### config.mk
export PLATFORM = sky130hd
export DESIGN_NAME = multicycle_controller
export DESIGN_NICKNAME = d
export VERILOG_FILES = /design/src/rtl/multicycle_controller.sv
export SDC_FILE = /design/constraint.sdc
export NUM_CORES = 1
export LEC_CHECK = 0
export ABC_AREA = 1
export CAP_MARGIN = 20
export CORE_UTILIZATION = 42
export CTS_CLUSTER_SIZE = 25
export DETAILED_ROUTE_END_ITERATION = 10
export GPL_TIMING_DRIVEN = 0
export PLACE_DENSITY_LB_ADDON = 0.1
export SLEW_MARGIN = 0
export SYNTH_ARGS = -nofsm -noshare
export SYNTH_HDL_FRONTEND = slang
export SYNTH_SLANG_ARGS = --single-unit
### constraint.sdc
create_clock -name CLK -period 2.4 [get_ports CLK]
set_input_delay 0.24 -clock CLK [delete_from_list [all_inputs] [get_ports CLK]]
set_output_delay 0.24 -clock CLK [all_outputs]
set_load 0.03 [all_outputs]
### src/rtl/multicycle_controller.sv
// Multi-cycle MIPS control FSM: sequences IF/ID/EXE/MEM/WB and decodes datapath controls.
// Optional macro ZERO_EXTEND_LOGIC_EN: zero-extend immediates for andi/ori (default: always sign-extend).
module multicycle_controller (
    input  logic       CLK,
    input  logic       Reset,
    input  logic [5:0] op,
    input  logic [5:0] funct,
    input  logic       zero,
    output logic       PCWre,
    output logic       IRWre,
    output logic       RegWre,
    output logic [1:0] RegDst,
    output logic       ALUSrcB,
    output logic [2:0] ALUOp,
    output logic       ExtSel,
    output logic [1:0] PCSrc,
    output logic       DBDataSrc,
    output logic       WrRegDSrc,
    output logic       mRD,
    output logic       mWR,
    output logic [3:0] state
);

    typedef enum logic [3:0] {
        S_IF     = 4'b0000,
        S_ID     = 4'b0001,
        S_EXE_LS = 4'b0010,
        S_MEM    = 4'b0011,
        S_WB_LD  = 4'b0100,
        S_EXE_BR = 4'b0101,
        S_EXE_AL = 4'b0110,
        S_WB_AL  = 4'b0111,
        S_HALT   = 4'b1000
    } state_t;

    localparam logic [5:0] OP_RTYPE = 6'b000000;
    localparam logic [5:0] OP_ADDI  = 6'b001000;
    localparam logic [5:0] OP_ANDI  = 6'b001100;
    localparam logic [5:0] OP_ORI   = 6'b001101;
    localparam logic [5:0] OP_SLTI  = 6'b001010;
    localparam logic [5:0] OP_LW    = 6'b100011;
    localparam logic [5:0] OP_SW    = 6'b101011;
    localparam logic [5:0] OP_BEQ   = 6'b000100;
    localparam logic [5:0] OP_BNE   = 6'b000101;
    localparam logic [5:0] OP_J     = 6'b000010;
    localparam logic [5:0] OP_JAL   = 6'b000011;
    localparam logic [5:0] OP_HALT  = 6'b111111;

    state_t state_reg;
    state_t state_next;

    logic       is_rtype;
    logic       is_iarith;
    logic       is_ls;
    logic       is_br;
    logic       is_jump;
    logic [2:0] r_alu_op;
    logic [2:0] i_alu_op;

    logic pc_wre_raw;
    logic ir_wre_raw;
    logic reg_wre_raw;
    logic m_rd_raw;
    logic m_wr_raw;

    // Instruction class decode; an unrecognised funct leaves is_rtype low so it falls to the NOP path.
    always_comb begin
        is_rtype = 1'b0;
        r_alu_op = 3'b000;
        if (op == OP_RTYPE) begin
            is_rtype = 1'b1;
            case (funct)
                6'b100000: r_alu_op = 3'b000;
                6'b100010: r_alu_op = 3'b001;
                6'b100100: r_alu_op = 3'b010;
                6'b100101: r_alu_op = 3'b011;
                6'b101010: r_alu_op = 3'b100;
                default:   is_rtype = 1'b0;
            endcase
        end
    end

    always_comb begin
        is_iarith = 1'b1;
        i_alu_op  = 3'b000;
        case (op)
            OP_ADDI: i_alu_op = 3'b000;
            OP_ANDI: i_alu_op = 3'b010;
            OP_ORI:  i_alu_op = 3'b011;
            OP_SLTI: i_alu_op = 3'b100;
            default: is_iarith = 1'b0;
        endcase
    end

    assign is_ls   = (op == OP_LW)  || (op == OP_SW);
    assign is_br   = (op == OP_BEQ) || (op == OP_BNE);
    assign is_jump = (op == OP_J)   || (op == OP_JAL);

    always_ff @(posedge CLK) begin
        if (Reset) begin
            state_reg <= S_IF;
        end else begin
            state_reg <= state_next;
        end
    end

    always_comb begin
        state_next = S_IF;
        case (state_reg)
            S_IF: state_next = S_ID;
            S_ID: begin
                if (is_rtype || is_iarith) state_next = S_EXE_AL;
                else if (is_ls)            state_next = S_EXE_LS;
                else if (is_br)            state_next = S_EXE_BR;
                else if (op == OP_HALT)    state_next = S_HALT;
                else                       state_next = S_IF;
            end
            S_EXE_AL: state_next = S_WB_AL;
            S_WB_AL:  state_next = S_IF;
            S_EXE_LS: state_next = S_MEM;
            S_MEM:    state_next = (op == OP_LW) ? S_WB_LD : S_IF;
            S_WB_LD:  state_next = S_IF;
            S_EXE_BR: state_next = S_IF;
            S_HALT:   state_next = S_HALT;
            default:  state_next = S_IF;
        endcase
    end

    always_comb begin
        pc_wre_raw  = 1'b0;
        ir_wre_raw  = 1'b0;
        reg_wre_raw = 1'b0;
        m_rd_raw    = 1'b0;
        m_wr_raw    = 1'b0;
        RegDst      = 2'b00;
        ALUSrcB     = 1'b0;
        ALUOp       = 3'b000;
        PCSrc       = 2'b00;
        DBDataSrc   = 1'b0;
        WrRegDSrc   = 1'b0;
        case (state_reg)
            S_IF: ir_wre_raw = 1'b1;
            S_ID: begin
                if (is_jump) begin
                    pc_wre_raw = 1'b1;
                    PCSrc      = 2'b10;
                    if (op == OP_JAL) reg_wre_raw = 1'b1;
                end else if (!(is_rtype || is_iarith || is_ls || is_br || op == OP_HALT)) begin
                    pc_wre_raw = 1'b1;
                end
            end
            S_EXE_AL, S_WB_AL: begin
                ALUOp   = is_rtype ? r_alu_op : i_alu_op;
                ALUSrcB = ~is_rtype;
                if (state_reg == S_WB_AL) begin
                    reg_wre_raw = 1'b1;
                    RegDst      = is_rtype ? 2'b10 : 2'b01;
                    WrRegDSrc   = 1'b1;
                    pc_wre_raw  = 1'b1;
                end
            end
            S_EXE_LS: ALUSrcB = 1'b1;
            S_MEM: begin
                ALUSrcB = 1'b1;
                if (op == OP_LW) begin
                    m_rd_raw = 1'b1;
                end else begin
                    m_wr_raw   = 1'b1;
                    pc_wre_raw = 1'b1;
                end
            end
            S_WB_LD: begin
                ALUSrcB     = 1'b1;
                reg_wre_raw = 1'b1;
                RegDst      = 2'b01;
                WrRegDSrc   = 1'b1;
                DBDataSrc   = 1'b1;
                pc_wre_raw  = 1'b1;
            end
            S_EXE_BR: begin
                ALUOp      = 3'b001;
                pc_wre_raw = 1'b1;
                if (((op == OP_BEQ) && zero) || ((op == OP_BNE) && !zero)) PCSrc = 2'b01;
            end
            default: ;
        endcase
    end

    // Enables are masked while Reset is high so an aborted instruction writes nothing.
    assign PCWre  = pc_wre_raw  & ~Reset;
    assign IRWre  = ir_wre_raw  & ~Reset;
    assign RegWre = reg_wre_raw & ~Reset;
    assign mRD    = m_rd_raw    & ~Reset;
    assign mWR    = m_wr_raw    & ~Reset;
    assign state  = state_reg;

`ifdef ZERO_EXTEND_LOGIC_EN
    assign ExtSel = ~((op == OP_ANDI) || (op == OP_ORI));
`else
    assign ExtSel = 1'b1;
`endif

endmodule

==> flow_summary.yaml, run 1 <==
run_status:
  status: "finished, final reports clean"
cells_and_area:
  design_area_um2: 1030
  diodes: 0
  drive_above_1_share: 0.136
  layout.nets: 179
  area_delta_synth_final_pct: 54.3
  largest_reg_flops: 4
floorplanning:
  die_w_um: 42.0
  rows: 14
  die_h_um: 42.0
  core_um2: 1510
  dieArea_um2: 1760
  ios: 35
  initial_utilization: 0.445
route:
  drc: 0
  dr.first_iter.drc_count: 15
  drt-total-wl_um: 1850
  first_pass_iters: 4
  ant_nets: 0
  vias_per_cell: 5.02
  routed-via-count: 893
  routedWlPerCell_um: 10.4
pwr:
  powerDensity_nw_per_um2: 260
  ir_drop_v: 0.000269
  p_leak_nw: 0.624
timing:
  fin_skew_ns: 0.00551
  layout_setup_ws_ns: 0.142
  max_freq_ghz: 0.443
  drv_slew: 0
  fin_crit_sh: 0.941
  grt_setup_unrepaired: "no"
  finalHoldViolCount: 0
  finalSetupViolCount: 0
  min_period_ns: 2.26
clock_network:
  cts-root-buf: "clkbuf_4"
  cts_buffers: 3
  cts.path.max_buffers: 2
  htreeDepth: 1
  clk_latency_ns: 0.23
  tritoncts: "built"
  cts.clk_slew.worst_paths_ns: 0.04
  clkSinkCount: 4
logic_synthesis:
  netlist_instances: 127
  ys_types: 26
  seq_area_frac_synth: 0.119
  synthesis.yosys.warnings: 0
  yosys.area.top_type: "nor2_1"
  syn_nets: 142
  yosysTopAreaCellShare: 0.174
  synth_seq_cells: 4
  synth.avg_cell_area_um2: 5.28
  synth_area_leaders: "nor2_1 (17%), dfxtp_1 (12%), inv_1 (12%), nand2_1 (10%), nand3_1 (8.2%)"
  netlist_area_um2: 671
grt:
  grt_busiest_layer: "met2"
  antenna_found_initial: 0
  grt_use_met1: 0.274
  first_global_vias: 755
  grt_max_degree: 10
  met2_usage: 0.388
  grt_usage: 0.221
  grt_pass1_wl_um: 3110
  overflow: 0
  met3_usage: 0.0652
setup_path:
  path_max_fanout: 8
  startpoint: "op[5]"
  rr_endpoint: "state[2]$_SDFF_PP0_"
  critical_path_class: "in -> out"
  worst_ep_required_time_ns: 2.16
  r2r_setup_slack_ns: 1.09
  r2r_cells: 6
  timing.rr.start: "state[1]$_SDFF_PP0_"
  endpoint: "ALUOp[1]"
  start_kind: "primary input"
  cp-end-kind: "output pin"
  cp.arrival_ns: 2.02
worst_hold_path:
  worstHoldPathType: "in -> reg"
placement:
  dp_hpwl_um: 1480
  port-buffer-count: 32
  place.gp.congestion: 0.827
  postPlaceCellArea_um2: 1010
  pre_cts_ws_ns: -0.128
flow_run:
  maxCapViolCount: 0
worst max-delay path, stage by stage:
cell	delay (ns)
clkdlybuf4s50_1	0.48
nor2_2	0.20
nand2_2	0.09
inv_2	0.09
nand2_4	0.06
nor2_4	0.11
nand2_4	0.10
o21ai_1	0.09
nand2_1	0.07
a21oi_2	0.09
dlygate4sd2_1	0.40
synthesized netlist by cell type:
library cell and count:
nand2_4 2, o22ai_1 2, clkinv_1 1, a21oi_1 3, conb_1 1, dfxtp_1 4, o21ai_0 2, nand3_1 11
nand4_1 6, clkinv_2 1, inv_2 2, nor2_2 3, nor2_4 1, nand3_2 1, o21ai_1 2, nand2_1 18
buf_1 1, nor2_1 31, a31oi_1 2, inv_1 21, a21oi_2 2, nand2_2 4, nor4_1 2, buf_4 1
nor3_4 1, nor3_1 2
metal layers:
layer / part of all wire / up-vias / wire (um)
li1: - / 478 / -
met1: 0.43 / 376 / 804
met2: 0.48 / 39 / 893
met3: 0.082 / 0 / 151
met4: 0 / 0 / 0
met5: 0 / - / 0
where the power goes:
| part | total, W | switching (W) | internal, W |
|---|---|---|---|
| clock | 0.0000814 | 0.0000257 | 0.0000558 |
| sequential | 0.0000722 | 0.00000286 | 0.0000693 |
| combinational | 0.000116 | 0.0000674 | 0.0000481 |
| total | 0.000269 | 0.0000960 | 0.000173 |
layout make-up:
| cell class | count | area (um^2) |
|---|---|---|
| timing repair buffer | 32 | 322 |
| clock buffer | 3 | 22.5 |
| buffer | 2 | 11.3 |
| multi-input combinational | 96 | 484 |
| tap | 16 | 20.0 |
| sequential | 4 | 80.1 |
| fill | 145 | 472 |
| inverter | 25 | 95.1 |
logic make-up after synthesis:
group | synth area share
AO/OA/AOI/OAI | 0.116
other | 0.00559
buffers and inverters | 0.159
flip-flops | 0.119
AND/OR/NAND/NOR | 0.601
worst min path at each step:
stage / to / start / cells after the start / slack, ns
after detailed placement: state[3]$_SDFF_PP0_ / state[3]$_SDFF_PP0_ / 2 / 0.57
after floorplan: state[2]$_SDFF_PP0_ / op[3] / 3 / 0.53
after global routing: state[3]$_SDFF_PP0_ / Reset / 2 / 0.39
after global placement: state[3]$_SDFF_PP0_ / state[3]$_SDFF_PP0_ / 2 / 0.56
final: state[3]$_SDFF_PP0_ / Reset / 2 / 0.37
after CTS: state[3]$_SDFF_PP0_ / Reset / 2 / 0.35
metrics by stage:
| stage | std cells | total power, W | hold slack (ns) | TNS (ns) | utilization |
|---|---|---|---|---|---|
| floorplan | 127 | 0.000140 | 0.535 | 0 | - |
| global placement | 175 | 0.000188 | 0.559 | -0.438 | 0.671 |
| detailed placement | 175 | 0.000190 | 0.565 | -0.480 | 0.671 |
| CTS | 178 | 0.000273 | 0.354 | 0 | 0.681 |
| global route | 178 | 0.000291 | 0.390 | 0 | 0.687 |
| finish | 178 | 0.000269 | 0.371 | 0 | 0.687 |
layout by cell type (no fill, tap or decap), types with 2 or more instances in the layout:
master and count:
a21oi_1 3, a21oi_2 2, a31oi_1 2, clkbuf_4 3, clkdlybuf4s50_1 21, dfxtp_1 4, dlygate4sd2_1 5, dlymetal6s2s_1 5
inv_1 21, inv_2 2, nand2_1 18, nand2_2 4, nand2_4 2, nand3_1 11, nand4_1 6, nor2_1 31
nor2_2 3, nor3_1 2, nor4_1 2, o21ai_0 2, o21ai_1 2, o22ai_1 2
timing repair:
action / CTS / global route
endpoints found under the setup margin: 6 / 6
hold buffers: 0 / 0
gates resized for setup: 6 / 7
buffers inserted: 0 / 0
Note: power is estimated with default switching activity, not from simulation.
==> run 2, diff against run 1 <==
--- a/config.mk
+++ b/config.mk
@@ -6,12 +6,13 @@
 export NUM_CORES = 1
 export LEC_CHECK = 0
 export ABC_AREA = 1
-export CAP_MARGIN = 20
+export CAP_MARGIN = 15
 export CORE_UTILIZATION = 42
 export CTS_CLUSTER_SIZE = 25
 export DETAILED_ROUTE_END_ITERATION = 10
 export GPL_TIMING_DRIVEN = 0
 export PLACE_DENSITY_LB_ADDON = 0.1
+export SKIP_LAST_GASP = 1
 export SLEW_MARGIN = 0
 export SYNTH_ARGS = -nofsm -noshare
 export SYNTH_HDL_FRONTEND = slang
==> results of run 2 <==
No change in the layout: final DEF, timing and power equal those of run 1.
==> run 3, diff against run 2 <==
--- a/config.mk
+++ b/config.mk
@@ -8,12 +8,13 @@
 export ABC_AREA = 1
 export CAP_MARGIN = 15
 export CORE_UTILIZATION = 42
+export CTS_CLUSTER_DIAMETER = 100
 export CTS_CLUSTER_SIZE = 25
 export DETAILED_ROUTE_END_ITERATION = 10
 export GPL_TIMING_DRIVEN = 0
+export MAX_ROUTING_LAYER = met4
 export PLACE_DENSITY_LB_ADDON = 0.1
 export SKIP_LAST_GASP = 1
-export SLEW_MARGIN = 0
 export SYNTH_ARGS = -nofsm -noshare
 export SYNTH_HDL_FRONTEND = slang
 export SYNTH_SLANG_ARGS = --single-unit
==> flow_summary.yaml, run 3 (same netlist as run 1, synthesis figures left out) <==
run_status:
  status: "finished, final reports clean"
floorplanning:
  die_w_um: 42.0
  dieArea_um2: 1760
  die_h_um: 42.0
  rows: 14
  core_um2: 1510
  ios: 35
  initial_utilization: 0.445
setup_path:
  cp-end-kind: "output pin"
  start_kind: "primary input"
  crit_path_max_incr_delay_ns: 0.48
  cp.arrival_ns: 2.02
  path_common_cell: "nand2_4"
  critical_path_class: "in -> out"
  path_max_fanout: 8
  crit_chain: "clkdlybuf4s50_1, nor2_2, nand2_2, inv_2, nand2_4, nor2_4, nand2_4, o21ai_1, nand2_1, a21oi_2, dlygate4sd2_1"
  worst_ep_required_time_ns: 2.16
  crit_slowest_cell: "clkdlybuf4s50_1"
cells_and_area:
  fin_util: 0.687
  largest_reg_flops: 4
  layout_commonest_cell: "nor2_1"
  drive_above_1_share: 0.136
  fillCellCount: 145
  area_delta_synth_final_pct: 54.3
  design_area_um2: 1030
  final_cell_mix: "nor2_1 (31), inv_1 (21), clkdlybuf4s50_1 (21), nand2_1 (18), nand3_1 (11)"
  layout.nets: 179
  multiInputGateArea_um2: 484
  seq_area_um2: 80.1
  diodes: 0
route:
  routedWlPerCell_um: 10.4
  ant_nets: 0
  routed-via-count: 892
  vias_per_cell: 5.01
  drc: 0
  first_pass_iters: 4
  dr.first_iter.drc_count: 14
  drt-total-wl_um: 1850
timing:
  max_freq_ghz: 0.443
  fin_skew_ns: 0.00611
  min_period_ns: 2.26
  grt_setup_unrepaired: "no"
  finalSetupViolCount: 0
  finalHoldViolCount: 0
  drv_slew: 0
  fin_crit_sh: 0.941
grt:
  antenna_found_initial: 0
  overflow: 0
  first_global_vias: 756
  grt_max_degree: 10
  grt_usage: 0.227
  grt_pass1_wl_um: 3110
pwr:
  total_power_w: 0.000269
  powerDensity_nw_per_um2: 260
  ir_drop_v: 0.000268
  p_leak_nw: 0.624
clock_network:
  cts_buffers: 3
  cts.path.max_buffers: 2
  cts.clk_slew.worst_paths_ns: 0.04
  cts-root-buf: "clkbuf_4"
  htreeDepth: 1
  tritoncts: "built"
  clk_latency_ns: 0.23
  clkSinkCount: 4
placement:
  dp_hpwl_um: 1480
  postPlaceCellArea_um2: 1010
  place.gp.congestion: 0.840
  port-buffer-count: 32
worst_hold_path:
  worstHoldPathType: "in -> reg"
flow_run:
  maxCapViolCount: 0
run 3: cell counts in the layout (fill, tap and decap cells not counted):
No cell type changed its count.
run 3: final cells by class:
class / instances / share of cell area
Multi-Input combinational cell: 96 / 0.468
Timing Repair Buffer: 32 / 0.311
Buffer: 2 / 0.0109
Sequential cell: 4 / 0.0774
Clock buffer: 3 / 0.0218
Inverter: 25 / 0.0919
Tap cell: 16 / 0.0193
run 3: metal layers:
metal	global-route usage	part of all wire
met1	0.274	0.44
met2	0.388	0.48
met3	0.0652	0.082
met4	0.0194	0
met5	-	0
run 3: through the flow:
step / instances / worst slack (ns) / setup TNS (ns) / hold slack [ns]
final: 178 / 0.142 / 0 / 0.370
after global routing: 178 / 0.00781 / 0 / 0.390
after CTS: 178 / 0.0346 / 0 / 0.354
after detailed placement: 175 / -0.128 / -0.480 / 0.565
after global placement: 175 / -0.127 / -0.438 / 0.559
after floorplan: 127 / 0.291 / 0 / 0.535
run 3: worst max-delay path: cells and delay by family:
family / cells / cell delay (ns)
compound gates: 2 / 0.18
buf+inv: 3 / 0.97
simple gates: 6 / 0.63
run 3: where the power goes:
group | total (W) | switching [W] | internal, W
logic | 0.000116 | 0.0000674 | 0.0000481
registers | 0.0000722 | 0.00000286 | 0.0000693
clock network | 0.0000815 | 0.0000257 | 0.0000558
run 3: final timing paths:
check                       from                  end  slack, ns  depth (start not counted)
min                        Reset  state[3]$_SDFF_PP0_       0.37                          2
max                        op[5]             ALUOp[1]       0.14                         11
min reg2reg  state[3]$_SDFF_PP0_  state[3]$_SDFF_PP0_       0.56                          2
max reg2reg  state[1]$_SDFF_PP0_  state[2]$_SDFF_PP0_       1.08                          6
run 3: timing repair:
item,4_1_cts,5_1_grt
setup buffers,0,0
gates resized for setup,6,7
hold buffers,0,0
endpoints found under the setup margin,6,6
